--- src/rtl/scan_response_serializer.sv ---
`default_nettype none
// ============================================================================
// Module      : scan_response_serializer
// Description : Parallel-to-serial transmitter for captured test responses,
//               one WIDTH-bit word per frame, optional trailing even parity.
// Revision    : 1.0 - initial release
// ============================================================================
module scan_response_serializer #(
    parameter int WIDTH     = 8,
    parameter int LSB_FIRST = 1,
    parameter int PARITY_EN = 0
) (
    input  logic             clk,
    input  logic             rst_n,
    input  logic             cap_valid,
    output logic             cap_ready,
    input  logic [WIDTH-1:0] cap_data,
    output logic             so_valid,
    input  logic             so_ready,
    output logic             so_data,
    output logic             so_last
);

    localparam int CW = (WIDTH > 1) ? $clog2(WIDTH) : 1;

    localparam logic [1:0] c_st_idle   = 2'd0;
    localparam logic [1:0] c_st_shift  = 2'd1;
    localparam logic [1:0] c_st_parity = 2'd2;

    localparam logic [CW-1:0] c_cnt_last   = CW'(WIDTH - 1);
    localparam logic [CW-1:0] c_cnt_penult = CW'(WIDTH - 2);
    localparam logic          c_parity_en  = (PARITY_EN != 0);

    logic [1:0]       r_state;
    logic [WIDTH-1:0] r_shreg;
    logic [CW-1:0]    r_cnt;
    logic             r_par;
    logic             r_cap_ready;
    logic             r_so_valid;
    logic             r_so_data;
    logic             r_so_last;

    logic [WIDTH-1:0] w_shreg_shift;
    logic             w_cap_first;
    logic             w_next_bit;

    // Rotate rather than zero-fill: the wrapped bits are never presented,
    // and every register bit stays observable.
    generate
        if (LSB_FIRST != 0) begin : g_lsb_first
            assign w_shreg_shift = {r_shreg[0], r_shreg[WIDTH-1:1]};
            assign w_cap_first   = cap_data[0];
            assign w_next_bit    = r_shreg[1];
        end else begin : g_msb_first
            assign w_shreg_shift = {r_shreg[WIDTH-2:0], r_shreg[WIDTH-1]};
            assign w_cap_first   = cap_data[WIDTH-1];
            assign w_next_bit    = r_shreg[WIDTH-2];
        end
    endgenerate

    always_ff @(posedge clk or negedge rst_n) begin
        if (!rst_n) begin
            r_state     <= c_st_idle;
            r_shreg     <= '0;
            r_cnt       <= '0;
            r_par       <= 1'b0;
            r_cap_ready <= 1'b1;
            r_so_valid  <= 1'b0;
            r_so_data   <= 1'b0;
            r_so_last   <= 1'b0;
        end else begin
            case (r_state)
                c_st_idle: begin
                    if (cap_valid) begin
                        r_state     <= c_st_shift;
                        r_shreg     <= cap_data;
                        r_cnt       <= '0;
                        r_par       <= ^cap_data;
                        r_cap_ready <= 1'b0;
                        r_so_valid  <= 1'b1;
                        r_so_data   <= w_cap_first;
                        r_so_last   <= 1'b0;
                    end
                end
                c_st_shift: begin
                    if (so_ready) begin
                        r_shreg <= w_shreg_shift;
                        if (r_cnt == c_cnt_last) begin
                            if (c_parity_en) begin
                                r_state   <= c_st_parity;
                                r_so_data <= r_par;
                                r_so_last <= 1'b1;
                            end else begin
                                r_state     <= c_st_idle;
                                r_cap_ready <= 1'b1;
                                r_so_valid  <= 1'b0;
                                r_so_data   <= 1'b0;
                                r_so_last   <= 1'b0;
                            end
                        end else begin
                            // Counter holds at the last index instead of wrapping.
                            r_cnt     <= r_cnt + 1'b1;
                            r_so_data <= w_next_bit;
                            r_so_last <= !c_parity_en && (r_cnt == c_cnt_penult);
                        end
                    end
                end
                c_st_parity: begin
                    if (so_ready) begin
                        r_state     <= c_st_idle;
                        r_cap_ready <= 1'b1;
                        r_so_valid  <= 1'b0;
                        r_so_data   <= 1'b0;
                        r_so_last   <= 1'b0;
                    end
                end
                default: begin
                    r_state     <= c_st_idle;
                    r_cap_ready <= 1'b1;
                    r_so_valid  <= 1'b0;
                    r_so_data   <= 1'b0;
                    r_so_last   <= 1'b0;
                end
            endcase
        end
    end

    assign cap_ready = r_cap_ready;
    assign so_valid  = r_so_valid;
    assign so_data   = r_so_data;
    assign so_last   = r_so_last;

endmodule
`default_nettype wire

--- config.mk ---
export PLATFORM = sky130hd
export DESIGN_NAME = scan_response_serializer
export DESIGN_NICKNAME = d
export VERILOG_FILES = /design/src/rtl/scan_response_serializer.sv
export SDC_FILE = /design/constraint.sdc
export NUM_CORES = 1
export LEC_CHECK = 0
export CAP_MARGIN = 25
export CORE_MARGIN = 2
export CORE_UTILIZATION = 38
export CTS_BUF_LIST = sky130_fd_sc_hd__clkbuf_4 sky130_fd_sc_hd__clkbuf_8
export DETAILED_ROUTE_END_ITERATION = 6
export DONT_BUFFER_PORTS = 1
export GPL_ROUTABILITY_DRIVEN = 1
export PLACE_DENSITY_LB_ADDON = 0.1
export SLEW_MARGIN = 10
export SYNTH_ARGS = -nofsm -noshare
export SYNTH_HDL_FRONTEND = slang
export SYNTH_SLANG_ARGS = --single-unit
--- constraint.sdc ---
create_clock -name clk -period 1.66 [get_ports clk]
set_input_delay 0.332 -clock clk [delete_from_list [all_inputs] [get_ports clk]]
set_output_delay 0.332 -clock clk [all_outputs]
set_load 0.05 [all_outputs]
# After elaboration in Yosys (flattened, before gate mapping)
# Index checks and enable logic that the tools add are counted.
dict set report classes {
  add_sub_neg 1
  eq_ne 9
  mux 29
  n_reduce_logical 6
}
# operator count
set op_table {}
lappend op_table {{8-bit two-way mux} 2}
lappend op_table {{8-bit case mux with 2 select lines} 1}
lappend op_table {{1-bit two-way mux} 13}
lappend op_table {{1-bit case mux with 3 select lines} 4}
lappend op_table {{2-bit inequality test (second input constant)} 5}
lappend op_table {{3-bit two-way mux} 3}
lappend op_table {{2-bit two-way mux} 4}
lappend op_table {{4-bit AND reduction} 2}
lappend op_table {{3-bit equality test (second input constant)} 2}
lappend op_table {{2-bit case mux with 3 select lines} 1}
lappend op_table {{3-bit case mux with 2 select lines} 1}
lappend op_table {{3-bit AND reduction} 2}
lappend op_table {{3-bit by 1-bit adder with 3-bit output (second input constant)} 1}
lappend op_table {{2-bit by 1-bit equality test with 1-bit output (second input constant)} 1}
lappend op_table {{2-bit equality test (second input constant)} 1}
lappend op_table {{2-bit zero test} 1}
lappend op_table {{2-bit nonzero test} 1}
dict set report word_totals {
  ff_bits 17
  input_bits 12
  output_inout_bits 4
  word_cells 52
}

# Logic depth before layout (Yosys ltp)
# Gate-level depths: netlist (run 1).
dict set report depth {
  depth_word 4
  mapped_depth 5
  depth_no_buf 5
}

# Worst setup path after synthesis (run 1)
# OpenSTA, ideal clock, no wires.
dict set report synth_path {
  path_type {reg2reg}
  from {register, netlist name so_valid}
  to {register r_so_data, in the netlist so_data}
  setup_time_ns 0.120
  t_arrival_ns 1.344
  required_ns 1.540
  path_slack_ns 0.196
  path_stages_with_launch 5
  n_path_buf 2
  period_less_slack_ns 1.464
  cell_sequence {dfrtp_1 -> buf_6 -> mux2i_2 -> buf_6 -> o21ai_2}
}
# element line
set synth_lines {}
lappend synth_lines {{end signal, assigned} 81} ;# r_so_data <= w_cap_first;
lappend synth_lines {{end signal, assigned} 91} ;# r_so_data <= r_par;
lappend synth_lines {{end signal, assigned} 103} ;# r_so_data <= w_next_bit;
lappend synth_lines {{end, declared} 40} ;# logic r_so_data;

# Worst setup path after layout (run 1)
dict set report layout_path {
  from {register r_cnt[0]}
  to {register r_cnt[1]}
}
dict set report layout_via {
  elab_chain_cells 4
  elab_cells_between_ends 7
  classes_between {add/sub: 1; eq/ne: 2; mux: 3; reduce/logical: 1}
}
# element line
set layout_rtl {}
lappend layout_rtl {{start, declared} 36} ;# logic [CW-1:0] r_cnt;
lappend layout_rtl {{start signal, assigned} 102} ;# r_cnt <= r_cnt + 1'b1;
lappend layout_rtl {{3-bit by 1-bit adder with 3-bit output} 102}
lappend layout_rtl {{3-bit two-way mux} 88} ;# if (r_cnt == c_cnt_last) begin
lappend layout_rtl {{3-bit two-way mux} 86} ;# if (so_ready) begin
lappend layout_rtl {{3-bit case mux with 2 select lines} 72} ;# case (r_state)
# Several ways; a longest one is shown, not always the timed one. The select of a mux whose other input is x is not followed.
# A chain may end at the register's enable or synchronous reset.

==> flow_summary.json, run 1 <==
{
  "status": "complete, no violations",
  "route.detailed.drc": 0,
  "cts_tree": "yes",
  "drive_gt1_share_pct": 25.0,
  "worstMarginPinSlew_ns": 0.713,
  "cts.htree.levels": 1,
  "avgRoutedWirePerCell_um": 13.3,
  "yosysUniqueCellTypes": 20,
  "chipWidth_um": 49.8,
  "ctsResizeCount": 0,
  "synth_top_area_cell": "dfrtp_1",
  "fin_tns_setup_ns": 0,
  "gp_congestion": 0.664,
  "hpwl_um": 1020,
  "rr_endpoint": "r_cnt[1]$_DFFE_PN0P_",
  "pwr-share-comb_pct": 38.1,
  "yosys_warnings": 0,
  "pwr-share-seq_pct": 48.6,
  "routed_wl_um": 1370,
  "grt_pass1_vias": 524,
  "cts.clk_slew.worst_paths_ns": 0.09,
  "initial_core_util_pct": 40.6,
  "rows": 16,
  "worstSetupPathType": "flip-flop to flip-flop",
  "setup_viol": 0,
  "grt_first_pass_wirelength_um": 2480,
  "synth-seq-cells": 15,
  "required_ns": 1.84,
  "fin_crit_ns": 1.56,
  "multi_input_area_um2": 368,
  "die_h_um": 49.8,
  "power_per_cell_area_nw_per_um2": 1850,
  "seq_area_um2": 377,
  "r2r_slack_ns": 0.1,
  "yosysSeqAreaShare_pct": 47.3,
  "clockRootBuffer": "clkbuf_4",
  "leakage_nw": 0.429,
  "worstSetupEndpoint": "r_cnt[1]$_DFFE_PN0P_",
  "maxSlewHeadroom_pct": 52.3,
  "rsz0062_at_grt": "false",
  "crit_start": "r_cnt[0]$_DFFE_PN0P_",
  "finalHoldViolCount": 0,
  "drt_iter0_markers": 4,
  "fillCellCount": 210,
  "netSwitchingPower_uw": 669,
  "clock_power_share_pct": 13.4,
  "end_kind": "flip-flop",
  "clk_latency_ns": 0.28,
  "viasPerCell": 4.88,
  "syn_area_um2": 797,
  "cp_max_fo": 4,
  "arrival_ns": 1.74,
  "syn_area_per_cell_um2": 11.1,
  "holdCritPathClass": "primary input to flip-flop",
  "slew_violations": 0,
  "syn_inst": 72,
  "r2r_cells": 5,
  "cp-start-kind": "flip-flop",
  "portBuffers": 0,
  "finalNetCount": 92,
  "grt_overflow": 0,
  "antennaDiodeCount": 0,
  "drt_pre_antenna_iters": 4,
  "skew_ns": 0.000930,
  "r2r-start": "r_cnt[0]$_DFFE_PN0P_",
  "coreArea_um2": 1960,
  "fmax_ghz": 0.640,
  "p_int_uw": 903,
  "peakVddDrop_v": 0.000711,
  "clock-sinks": 15,
  "ant_nets": 0,
  "area_growth_pct": 6.59,
  "swShare_pct": 42.5,
  "period_share_pct": 94.1,
  "synth.area.top_cells": "dfrtp_1, mux2i_1, o21ai_2",
  "antenna_found_initial": 0,
  "grt_max_degree": 21,
  "holdWs_ns": 0.155,
  "maxCapViolCount": 0,
  "die_area_um2": 2480,
  "placedCellCount": 98,
  "vias": 503,
  "ios": 16,
  "synth_top_area_share_pct": 44.0,
  "finalNonFillerCells": 103,
  "clk_path_buf_depth": 2,
  "grt_usage_pct": 13.5,
  "numCtsBuffers": 3,
  "syn_nets": 87
}
-- worst min-delay path by stage --
stage	from	end	slack, ns	depth (start not counted)
after global routing	so_ready	so_valid$_DFFE_PN0P_	0.13	1
final	so_ready	so_valid$_DFFE_PN0P_	0.15	1
after global placement	rst_n	so_valid$_DFFE_PN0P_	0.04	0
after floorplan	rst_n	r_cnt[0]$_DFFE_PN0P_	0.04	0
after detailed placement	rst_n	so_valid$_DFFE_PN0P_	0.04	0
after CTS	so_ready	so_valid$_DFFE_PN0P_	0.14	1
-- stage by stage --
| step | instance area, µm² | power, mW | setup WS (ns) | util (%) |
|---|---|---|---|---|
| after global routing | 850 | 1.71 | 0.0358 | 43.3 |
| after detailed placement | 812 | 1.38 | 0.108 | 41.4 |
| after floorplan | 797 | 1.28 | 0.196 | - |
| after global placement | 812 | 1.35 | 0.163 | 41.4 |
| final | 850 | 1.57 | 0.0985 | 43.3 |
| after CTS | 850 | 1.61 | 0.101 | 43.3 |
-- synthesized netlist by cell type --
library cell,instances
ha_1,3
nand2b_1,1
mux2i_1,10
mux2i_2,1
dfstp_2,1
buf_6,3
nor2_1,2
a31oi_1,1
o21ai_2,10
a22o_1,1
buf_4,1
nand2_1,11
nor3_1,1
inv_1,3
a21o_1,1
dfrtp_1,14
a21oi_1,4
nand3_1,1
xnor2_1,1
nor2b_1,2
-- power by group through the flow --
stage	combinational [mW]	sequential [mW]	clock (mW)
3_5_place_dp	0.603	0.773	0
4_1_cts	0.612	0.766	0.229
2_1_floorplan	0.517	0.765	0
6_report	0.598	0.763	0.210
5_1_grt	0.676	0.791	0.246
3_3_place_gp	0.588	0.763	0
-- kinds of logic after synthesis --
kind of cell	after synthesis	share of synthesized area, %
AO/OA/AOI/OAI	17	16.3
XOR/XNOR	1	1.10
adder cells (fa/ha/maj)	3	4.71
buffers and inverters	7	6.59
flip-flops	15	47.3
multiplexers	11	14.3
AND/OR/NAND/NOR	18	9.73
-- cell usage in the layout, fill, tap and decap left out, drive strengths merged, types with 2 or more instances in the layout --
master  netlist  layout
a21oi         4       4
buf           4       3
clkbuf        0       3
dfrtp        14      14
ha            3       3
inv           3       3
mux2i        11      11
nand2        11      11
nor2          2       2
nor2b         2       2
o21ai        10      10
-- state kept, by name (all words and copies together) (netlist names) --
signal     cells
r_cnt          3
so_valid       1
cap_ready      1
so_last        1
r_shreg        8
so_data        1
-- worst max-delay path, cell delays in order, from the launching register on --
cell and delay (ns):
dfrtp_1 0.42, ha_1 0.22, ha_1 0.22, nand2b_1 0.23, mux2i_1 0.15, a22o_1 0.23
-- layer usage --
| layer | vias up | share of wire [%] | GRT usage, % |
|---|---|---|---|
| met3 | 2 | 4.8 | 3.94 |
| met1 | 229 | 48 | 17.9 |
| met2 | 12 | 46 | 19.1 |
| met5 | - | 0 | 0 |
| met4 | 0 | 0.80 | 8.33 |
| li1 | 260 | - | - |
-- final cells by class --
type	instances	area share, %
Sequential cell	15	44.3
Timing Repair Buffer	4	3.83
Inverter	3	1.33
Clock buffer	3	2.65
Clock inverter	1	0.589
Tap cell	27	3.98
Multi-Input combinational cell	50	43.3
-- timing repair --
item,4_1_cts,5_1_grt
hold buffers,1,0
setup buffers,0,0
endpoints found under the hold margin,15,0
Power figures use the tool's default switching activity.
==> run 2, diff against run 1 <==
- ABC_AREA: default -> 1
==> run 2 against run 1 <==
- clock power is essentially flat
- via count grew 21%
- utilization shrank 0.13 points
- clock skew grew 0.0046 ns
- fmax grew 9.1%
- critical endpoint is now so_valid
- sequential power shrank 6.0%
- first-iteration DRC count grew 100%
- register-to-register slack gained 0.23 ns
- synthesized area shrank 1.7%
- cell count grew 31%
- cell area shrank 0.29%
- count of clock-buffer cells in the layout is the same
==> flow_summary.json, run 2 <==
{
  "chipWidth_um": 49.4,
  "syn_area_um2": 783,
  "clk_latency_ns": 0.28,
  "yosysSeqAreaShare_pct": 48.1,
  "synth-seq-cells": 15,
  "ant_nets": 0,
  "routed_wl_um": 1430,
  "synth_xor_area_share_pct": 0,
  "clock-sinks": 15,
  "rsz0062_at_grt": "false",
  "finalNetCount": 124,
  "avgRoutedWirePerCell_um": 10.6,
  "whs_path_depth": 2,
  "critPathBufInv": 1,
  "grt_pass1_vias": 563,
  "holdBufCountCts": 1,
  "clockRootBuffer": "clkbuf_4",
  "peakVddDrop_v": 0.000653,
  "drt_iter0_markers": 8,
  "synth_compound_area_share_pct": 3.19,
  "leakage_nw": 0.486,
  "ys.flop_type": "dfrtp_1",
  "synth_edf_count": 0,
  "crit_cells": 1,
  "crit_chain": "buf_4",
  "vias": 611,
  "ctsResizeCount": 0,
  "cp-start-kind": "flip-flop",
  "initial_core_util_pct": 39.9,
  "synthAdderAreaFrac_pct": 4.79,
  "maxCapViolCount": 0,
  "syn_nets": 118,
  "worstMarginPinSlew_ns": 0.679,
  "antennaDiodeCount": 0,
  "largest-register": "r_shreg",
  "clock_power_share_pct": 15.2,
  "hpwl_um": 1070,
  "drive_gt1_share_pct": 11.1,
  "synth_top_area_share_pct": 44.7,
  "cts_tree": "yes",
  "grt_overflow": 0,
  "synth_top_area_cell": "dfrtp_1",
  "p_int_uw": 779,
  "netSwitchingPower_uw": 586,
  "slew_violations": 0,
  "grt_first_pass_wirelength_um": 2530,
  "yosysUniqueCellTypes": 13,
  "portBuffers": 0,
  "cts_setup_buffers": 0,
  "reg.largest.list": "r_shreg: 8 flops, r_cnt: 3 flops",
  "synth_top_family_by_area": "simple AND/OR/NAND/NOR gates",
  "viasPerCell": 4.53,
  "maxSlewHeadroom_pct": 54.6,
  "syn_area_per_cell_um2": 7.60,
  "fin_tns_setup_ns": 0,
  "min-delay-start": "cap_valid",
  "synth.area.top_cells": "dfrtp_1, nand2_1, nand3_1",
  "crit_family": "flip-flops",
  "synthMuxAreaShare_pct": 0,
  "ios": 16,
  "syn_inst": 103,
  "cp_slowest_stage_delay_ns": 0.55,
  "status": "complete, no violations",
  "numCtsBuffers": 3,
  "largest_reg_flops": 8,
  "fmax_ghz": 0.698,
  "r2r-start": "r_cnt[0]$_DFFE_PN0P_",
  "die_h_um": 49.4,
  "required_ns": 1.33,
  "cts.clk_slew.worst_paths_ns": 0.09,
  "skew_ns": 0.00549,
  "worstSetupPathType": "flip-flop to output pin",
  "crit_start": "so_valid$_DFFE_PN0P_",
  "setup_viol": 0,
  "rows": 16,
  "grt_usage_pct": 13.7,
  "holdCritPathClass": "primary input to flip-flop",
  "swShare_pct": 42.9,
  "antenna_found_initial": 0,
  "finalHoldViolCount": 0,
  "power_mw": 1.37,
  "r2r_cells": 6,
  "async_flop_share_pct": 100,
  "gp_congestion": 0.746,
  "grt_max_degree": 16,
  "pwr-share-seq_pct": 52.5,
  "cp_max_fo": 10,
  "end_kind": "output pin",
  "yosysMostFrequentCell": "nand2_1",
  "fin_crit_ns": 1.43,
  "synthTopCellsByCount": "nand2_1, dfrtp_1, nand3_1",
  "pwr-share-comb_pct": 32.3,
  "die_area_um2": 2440,
  "final_common_cell": "nand2_1",
  "period_share_pct": 86.3,
  "cts.htree.levels": 1,
  "area_growth_pct": 8.15,
  "route.detailed.drc": 0,
  "synthSimpleGateAreaFrac_pct": 36.3,
  "arrival_ns": 1.10,
  "slowest_stage": "dfrtp_1",
  "layout_common_cells": "nand2_1, dfrtp_1, nand3_1, inv_1, o21ai_0",
  "drt_pre_antenna_iters": 4,
  "clk_path_buf_depth": 2,
  "yosys_warnings": 0,
  "coreArea_um2": 1960,
  "power_per_cell_area_nw_per_um2": 1610
}
run 2: cell count changes in the layout (fill, tap and decap cells not counted), sizes merged, moves of 2 or more:
| cell | before | now |
|---|---|---|
| a21oi | 4 | 0 |
| inv | 3 | 8 |
| mux2i | 11 | 0 |
| nand2 | 11 | 60 |
| nand3 | 1 | 8 |
| nor2b | 2 | 0 |
| o21ai | 10 | 5 |
run 2: layout make-up:
cell class / count / area, µm²
fillers: 226 / 1110
inverters: 8 / 30.0
repair buffers: 4 / 32.5
well taps: 27 / 33.8
multi-input cells: 77 / 347
clock buffers: 3 / 22.5
clock inverters: 1 / 5.00
flip-flops and latches: 15 / 377
run 2: metal layers:
metal,share of wire (%),GRT usage (%)
met5,0,0
met3,7.5,6.13
met4,0.84,2.78
met1,53,19.5
met2,38,19.1
run 2: metrics by stage:
step	worst slack (ns)	cell area [µm²]	util [%]	instances	hold WS, ns
final	0.228	847	43.2	135	0.195
after global routing	0.143	847	43.2	135	0.189
after CTS	0.195	847	43.2	135	0.186
after detailed placement	0.311	810	41.3	130	0.0369
after global placement	0.359	810	41.3	130	0.0368
after floorplan	0.361	783	-	103	0.0364
run 2: kinds of logic after synthesis:
kind of cell,Yosys count
buf+inv,11
compound gates,5
fa+ha+maj,3
simple gates,69
flops,15
run 2: power by group through the flow:
stage          combinational (mW)  clock (mW)  sequential [mW]
4_1_cts                     0.451       0.222            0.720
5_1_grt                     0.530       0.235            0.744
6_report                    0.441       0.207            0.717
2_1_floorplan               0.358           0            0.715
3_3_place_gp                0.430           0            0.725
3_5_place_dp                0.441           0            0.726
run 2: final timing paths:
path	endpoint	slack (ns)
setup / recovery	so_valid	0.23
hold / removal	so_valid$_DFFE_PN0P_	0.20
setup reg to reg	r_cnt[0]$_DFFE_PN0P_	0.33
hold reg to reg	r_shreg[7]$_DFFE_PN0P_	0.48
max in group asynchronous	so_data$_DFFE_PN0P_	0.70
min in group asynchronous	r_cnt[1]$_DFFE_PN0P_	0.52
==> run 3, diff against run 2 <==
- CORE_MARGIN: 2 -> 10
==> run 3 against run 2 <==
- critical endpoint unchanged
- clock skew is 0.0018 ns lower
- hold slack better by 0.0068 ns
- setup slack worse by 0.093 ns
- global-route usage is 5.6 points lower
- die area is 75% higher
==> flow_summary.json, run 3 (synthesis gave the netlist of run 2 again) <==
{
  "layout_common_cells": "nand2_1, dfrtp_1, nand3_1, inv_1",
  "routed_wl_um": 1630,
  "drt_pre_antenna_iters": 4,
  "route.detailed.drc": 0,
  "maxSlewHeadroom_pct": 53.3,
  "grt_pass1_vias": 554,
  "grt_usage_pct": 8.11,
  "clockRootBuffer": "clkbuf_4",
  "die_area_um2": 4280,
  "cts_setup_buffers": 0,
  "finalNetCount": 123,
  "vias": 611,
  "largest-register": "r_shreg",
  "clk_path_buf_depth": 2,
  "power_mw": 1.37,
  "clk_latency_ns": 0.28,
  "utilization_pct": 42.9,
  "arrival_ns": 1.19,
  "r2r_cells": 6,
  "antennaDiodeCount": 0,
  "cts.htree.levels": 1,
  "rsz0062_at_grt": "false",
  "ant_nets": 0,
  "cp_max_fo": 9,
  "worstSetupPathType": "flip-flop to output pin",
  "cts.clk_slew.worst_paths_ns": 0.08,
  "portBuffers": 0,
  "final_common_cell": "nand2_1",
  "avgRoutedWirePerCell_um": 12.2,
  "rows": 16,
  "holdCritPathClass": "primary input to flip-flop",
  "skew_ns": 0.00371,
  "chipWidth_um": 65.4,
  "cp-start-kind": "flip-flop",
  "drive_gt1_share_pct": 10.3,
  "pre_cts_slack_ns": 0.288,
  "ios": 16,
  "crit_start": "so_valid$_DFFE_PN0P_",
  "gp_congestion": 0.741,
  "end_kind": "output pin",
  "power_per_cell_area_nw_per_um2": 1630,
  "peakVddDrop_v": 0.000700,
  "coreArea_um2": 1960,
  "drt_iter0_markers": 27,
  "largest_reg_flops": 8,
  "placed_area_um2": 802,
  "leakage_nw": 0.482,
  "numCtsBuffers": 3,
  "fin_crit_ns": 1.53,
  "antenna_found_initial": 0,
  "clock-sinks": 15,
  "min-delay-start": "cap_valid",
  "finalHoldViolCount": 0,
  "die_h_um": 65.4,
  "final_area_um2": 842,
  "viasPerCell": 4.56,
  "period_share_pct": 91.9,
  "status": "complete, no violations",
  "initial_core_util_pct": 39.9,
  "grt_max_degree": 16,
  "r2r_slack_ns": 0.27,
  "maxCapViolCount": 0,
  "rr_endpoint": "r_cnt[1]$_DFFE_PN0P_",
  "grt_overflow": 0,
  "cts_tree": "yes",
  "fin_tns_setup_ns": 0,
  "reg.largest.list": "r_shreg: 8 flops, r_cnt: 3 flops",
  "r2r-start": "r_cnt[0]$_DFFE_PN0P_",
  "grt_first_pass_wirelength_um": 2650,
  "fmax_ghz": 0.656,
  "required_ns": 1.33,
  "setup_viol": 0,
  "layout_setup_ws_ns": 0.135,
  "worstMarginPinSlew_ns": 0.698,
  "worstSetupEndpoint": "so_valid",
  "slew_violations": 0,
  "area_growth_pct": 7.51
}
==> run 3: cell types whose count changed in the layout (fill, tap and decap cells not counted) <==
cell,delta
clkbuf_4,+1
buf_4,-1
clkinv_2,-1
==> run 3: layer usage <==
| metal | global-route usage, % | vias to the layer above | part of all wire [%] |
|---|---|---|---|
| li1 | - | 325 | - |
| met1 | 10.1 | 262 | 47 |
| met2 | 9.88 | 19 | 37 |
| met3 | 4.92 | 5 | 13 |
| met4 | 5.61 | 0 | 2.7 |
| met5 | 0 | - | 0 |
==> run 3: timing repair <==
item | in CTS | in global routing
gates resized for setup | 0 | 0
hold buffers | 1 | 0
hold endpoints to repair | 15 | 0
==> run 3: worst max-delay path, cell delays in order (launching register included) <==
cell,delay [ns]
dfrtp_1,0.50
buf_4,0.21
buf_4,0.20
==> run 3: cell type report <==
| class | count | area, µm² |
|---|---|---|
| inverter | 8 | 30.0 |
| multi-input combinational | 77 | 347 |
| fill | 227 | 1120 |
| tap | 27 | 33.8 |
| timing repair buffer | 3 | 25.0 |
| sequential | 15 | 377 |
| clock buffer | 4 | 30.0 |
==> run 3: how the worst min path moves through the flow <==
stage | end | slack [ns] | cells after the start
global route | so_valid$_DFFE_PN0P_ | 0.20 | 2
detailed placement | r_cnt[2]$_DFFE_PN0P_ | 0.04 | 0
CTS | so_valid$_DFFE_PN0P_ | 0.19 | 2
global placement | r_cnt[2]$_DFFE_PN0P_ | 0.04 | 0
finish | so_valid$_DFFE_PN0P_ | 0.20 | 2
floorplan | r_cnt[0]$_DFFE_PN0P_ | 0.04 | 0
==> run 3: through the flow <==
| stage | instances | hold WS, ns |
|---|---|---|
| 5_1_grt | 134 | 0.197 |
| 4_1_cts | 134 | 0.194 |
| 3_3_place_gp | 129 | 0.0369 |
| 2_1_floorplan | 103 | 0.0364 |
| 6_report | 134 | 0.202 |
| 3_5_place_dp | 129 | 0.0371 |
==> run 3: power breakdown <==
| part | switching [mW] | internal (mW) |
|---|---|---|
| sequential | 0.199 | 0.517 |
| clock | 0.111 | 0.110 |
| combinational | 0.270 | 0.166 |
| total | 0.579 | 0.793 |
==> edit 1: new RTL, settings of run 2 <==
The parameter `WIDTH` goes from 8 to 32.
--- a/src/rtl/scan_response_serializer.sv
+++ b/src/rtl/scan_response_serializer.sv
@@ -6,7 +6,7 @@
 // Revision    : 1.0 - initial release
 // ============================================================================
 module scan_response_serializer #(
-    parameter int WIDTH     = 8,
+    parameter int WIDTH     = 32,
     parameter int LSB_FIRST = 1,
     parameter int PARITY_EN = 0
 ) (
Interface: changed (resized cap_data); port bits go from 16 to 40. The function was not compared with the original's and may differ.
==> edit 1 against run 2 <==
Routed wire length increased to 2.7 times the old value. Sequential cell count increased by 26. Critical path depth increased by 9. Synthesized area increased to 2.5 times the old value. Global-route usage increased by 1.3 points. Worst hold slack improved by 5.1 ps. Total power increased to 3.2 times the old value. Largest cell class unchanged. Cell area increased to 2.6 times the old value. Worst setup slack got worse by 90 ps.
==> edit 1: results (changes against run 2) <==
| Metric | Value |
|---|---|
| Initial DRC count | 65 (+57) |
| Drt total wl | 3850 µm (+170%) |
| Place WS | 62.0 ps (-249 ps) |
| Clk root buf | clkbuf_8 |
| Biggest registers after layout | r_shreg: 32 flops, r_cnt: 5 flops |
| H-tree depth | 2 (+1) |
| Later-pin clock latency in the skew report | 290 ps |
| Async SR Flop Fraction | 1.00 (unchanged) |
| First-pass GRT wire length | 6950 µm (+180%) |
| Post-synthesis sequential area ratio | 0.521 (+0.0401) |
| Net count after synthesis | 270 (+130%) |
| Synth warn | 0 (unchanged) |
| Worst VDD drop | 1310 µV (+100%) |
| Critical Path Start | r_cnt[0] |
| Via-to-Cell Ratio | 4.84 (+7.0%) |
| Crit Path Max Fanout | 5 (-5) |
| Hold Crit Depth | 2 (unchanged) |
| Placed cells | 293 (+130%) |
| Hold EP | r_cnt[0] |
| Met1 wire length | 1940 µm (+150%) |
| First-pass DRT Iterations | 4 (unchanged) |
| Top Metal Used | met4 |
| Worst setup endpoint | r_cnt[1] |
| Class of the worst hold path | in2reg |
| Placed Area | 0.00204 mm² (+150%) |
| Placed wire-length estimate | 2510 µm (+130%) |
| Ratio of cells with drive above 1 in the final layout | 0.107 (-0.00381) |
| Critical path's largest stage delay | 430 ps (-120 ps) |
| CTS resizes | 0 (unchanged) |
| Met1 Use GR | 0.198 (+0.00294) |
| Crit path arrival time | 1700 ps (+600 ps) |
| Gpl congestion | 0.690 (-7.5%) |
| Total global-route track usage | 0.150 (+0.0125) |
| GRT met3 Usage | 0.0581 (-0.00329) |
| Post-Syn Area per Cell | 8.54 µm² (+12%) |
| Hold Path Origin | so_ready |
| IO buf count | 0 (unchanged) |
| Num CTS Buffers | 5 (+2) |
| Largest net degree at the start of global routing | 66 (+50) |
| Rel. slew slack | 0.667 (+0.122) |
| Status | completed |
| Final worst slack | 138 ps (-90.2 ps) |
| Hold_buf cts | 2 (+1) |
| CTS max path bufs | 2 (unchanged) |
| R2R cell count | 10 (+4) |
| Leak | 0.000999 µW (+110%) |
| Metal3 WL | 221 µm (+110%) |
| Slowest-stage cell, CP | dfrtp_1 |
| Initial antenna violation count | 0 (unchanged) |
| Number of distinct library cells after synthesis | 21 (+8) |
| Hold slack final | 200 ps (+5.06 ps) |
| Clk_skew | 2.76 ps (-2.73 ps) |
| Cell Count, Final, Fillers Out | 303 (+120%) |
| Antenna diodes | 0 (unchanged) |
| M2 GR Usage | 0.227 (+0.0353) |
| WL met2 | 1640 µm (+200%) |
| Synth cell count leaders | nand2_1 (82), dfrtp_1 (40), nand3_1 (32), o21a_1 (28) |
| Vias in the first global route | 1,495 (+170%) |
| Largest cells by area after synthesis | dfrtp_1 (51%), nand2_1 (16%), o21a_1 (11%), nand3_1 (8.1%), buf_2 (2.0%) |
-- edit 1: cell families (layout without fill, tap and decap cells) --
kind of cell	Yosys count	count (layout)	synth area share
AND/OR/NAND/NOR	122	122	0.257
AO/OA/AOI/OAI	41	41	0.142
buffers and inverters	23	25	0.0565
flip-flops	41	41	0.521
XOR/XNOR	1	1	0.00444
adder cells (fa/ha/maj)	3	3	0.0190
-- edit 1: layout make-up --
type,instances,area (µm²)
flip-flops and latches,41,1030
clock inverters,1,30.0
fillers,527,2830
clock buffers,7,90.1
multi-input cells,167,851
repair buffers,8,87.6
inverters,9,33.8
well taps,70,87.6
-- edit 1: worst max-delay path, delay by kind of cell, from the launching register on --
kind	cells	cell delay (ps)
compound gates	1	70
fa+ha+maj	2	400
buf+inv	3	220
flops	1	430
simple gates	4	290
-- edit 1: report_power, final --
part | internal [µW] | switching [µW] | total (µW)
Sequential | 1480 | 349 | 1830
Clock | 507 | 335 | 842
Combinational | 759 | 996 | 1760
==> edit 2: new RTL, flow settings as in run 2 <==
Made on the original files. Make the reset (`rst_n`) synchronous in one clocked block.
--- a/src/rtl/scan_response_serializer.sv
+++ b/src/rtl/scan_response_serializer.sv
@@ -58,7 +58,7 @@
         end
     endgenerate
 
-    always_ff @(posedge clk or negedge rst_n) begin
+    always_ff @(posedge clk) begin
         if (!rst_n) begin
             r_state     <= c_st_idle;
             r_shreg     <= '0;
Check against the original RTL: differs if rst_n is asserted again (counterexample within 4 cycles, from zero or initial values and one cycle with rst_n low); with rst_n held inactive, the same outputs for 10 cycles.
==> edit 2 against run 2 <==
Routed wire length is 1.3% lower. Worst setup slack better by 89 ps. Maximum frequency is 6.6% higher. Cell area is 6.6% lower. Largest cell class is now multi-input gates. Via count is 1.3% higher. Synthesized area is 5.4% lower. Global-route usage is 0.59 points higher. Sequential cell count stayed put. Synthesized cell count stayed put.
Power is not compared: it rests on default switching activity, and its combinational part moved more than twofold at a synthesized area within 25%.
==> edit 2: results (changes against run 2) <==
| Metric | Value |
|---|---|
| Period utilization | 0.809 (-0.0537) |
| Layout clock area frac | 0.0380 (+0.00548) |
| Per-cell routed wire length | 10.8 µm (+1.7%) |
| NonClk Buf Share | 0.0285 (-0.00992) |
| Place WS | 427 ps (+116 ps) |
| WL met2 | 618 µm (+13%) |
| Crit Path Max Fanout | 7 (-3) |
| Ratio of cells with drive above 1 in the final layout | 0.142 (+0.0304) |
| Non-clock buffer count in the final layout | 3 (-1) |
| Post-synthesis adder-cell area fraction | 0.0507 (+0.00275) |
| Synth cell count leaders | nand2_1 (28), nor2_1 (20), dfxtp_1 (15), o21ai_1 (8) |
| Core area | 0.00178 mm² (-9.1%) |
| Met1 Use GR | 0.187 (-0.00857) |
| Synth Area in Compound Gates | 0.123 (+0.0914) |
| Initial DRC count | 3 (-5) |
| Final Instance Area | 791 µm² (-6.6%) |
| Post-synthesis sequential area ratio | 0.405 (-0.0754) |
| Vias | 619 (+1.3%) |
| Total global-route track usage | 0.143 (+0.00586) |
| Nets | 122 (-1.6%) |
| Hold Path Origin | rst_n |
| Fillers | 193 (-15%) |
| Hold slack final | 160 ps (-34.8 ps) |
| Clk_skew | 0.777 ps (-4.71 ps) |
| Cell Count, Final, Fillers Out | 131 (-3.0%) |
| Placed wire-length estimate | 965 µm (-9.9%) |
| Critical Path Start | so_valid |
| First-pass GRT wire length | 2260 µm (-10%) |
| Largest cells by area after synthesis | dfxtp_1 (41%), nand2_1 (14%), nor2_1 (10%), o21ai_1 (5.4%), ha_1 (5.1%) |
| Status | completed |
| Ys flop type | dfxtp_1 |
| M2 GR Usage | 0.211 (+0.0191) |
| Sequential cell area share | 0.380 (-0.0649) |
| R2r setup slk | 400 ps (+70 ps) |
| Vias in the first global route | 513 (-8.9%) |
| Number of distinct library cells after synthesis | 18 (+5) |
| Worst-Margin Slew | 528 ps (-151 ps) |
| GRT met3 Usage | 0.0407 (-0.0206) |
| CLK BUF | 4 (+1) |
| Gpl congestion | 0.697 (-6.5%) |
| Async SR Flop Fraction | 0 (-1.00) |
## edit 2: cell types whose count changed after synthesis, moves of 2 or more
cell / run 2 / this run
nand3_1: 8 / 5
dfxtp_1: 0 / 15
nor2_1: 1 / 20
nand2_1: 58 / 28
o21ai_0: 4 / 2
o21ai_1: 1 / 8
inv_1: 6 / 4
dfrtp_1: 14 / 0
a21oi_1: 0 / 5
## edit 2: power by group
part / switching, µW / internal (µW) / leakage [µW]
Combinational: 79.6 / 44.8 / 0.000237
Clock: 110 / 109 / 0.0000184
Sequential: 37.6 / 390 / 0.000124
Total: 227 / 544 / 0.000379
## edit 2: cell families (layout without fill, tap and decap cells)
kind of cell | Yosys count | count (layout)
AO/OA/AOI/OAI | 17 | 17
adder cells (fa/ha/maj) | 3 | 3
buffers and inverters | 11 | 14
flip-flops | 15 | 15
AND/OR/NAND/NOR | 57 | 57
## edit 2: critical path, cell delays in order, from the launching register on
cell and delay (ps):
dfxtp_1 370, buf_4 170, buf_4 200
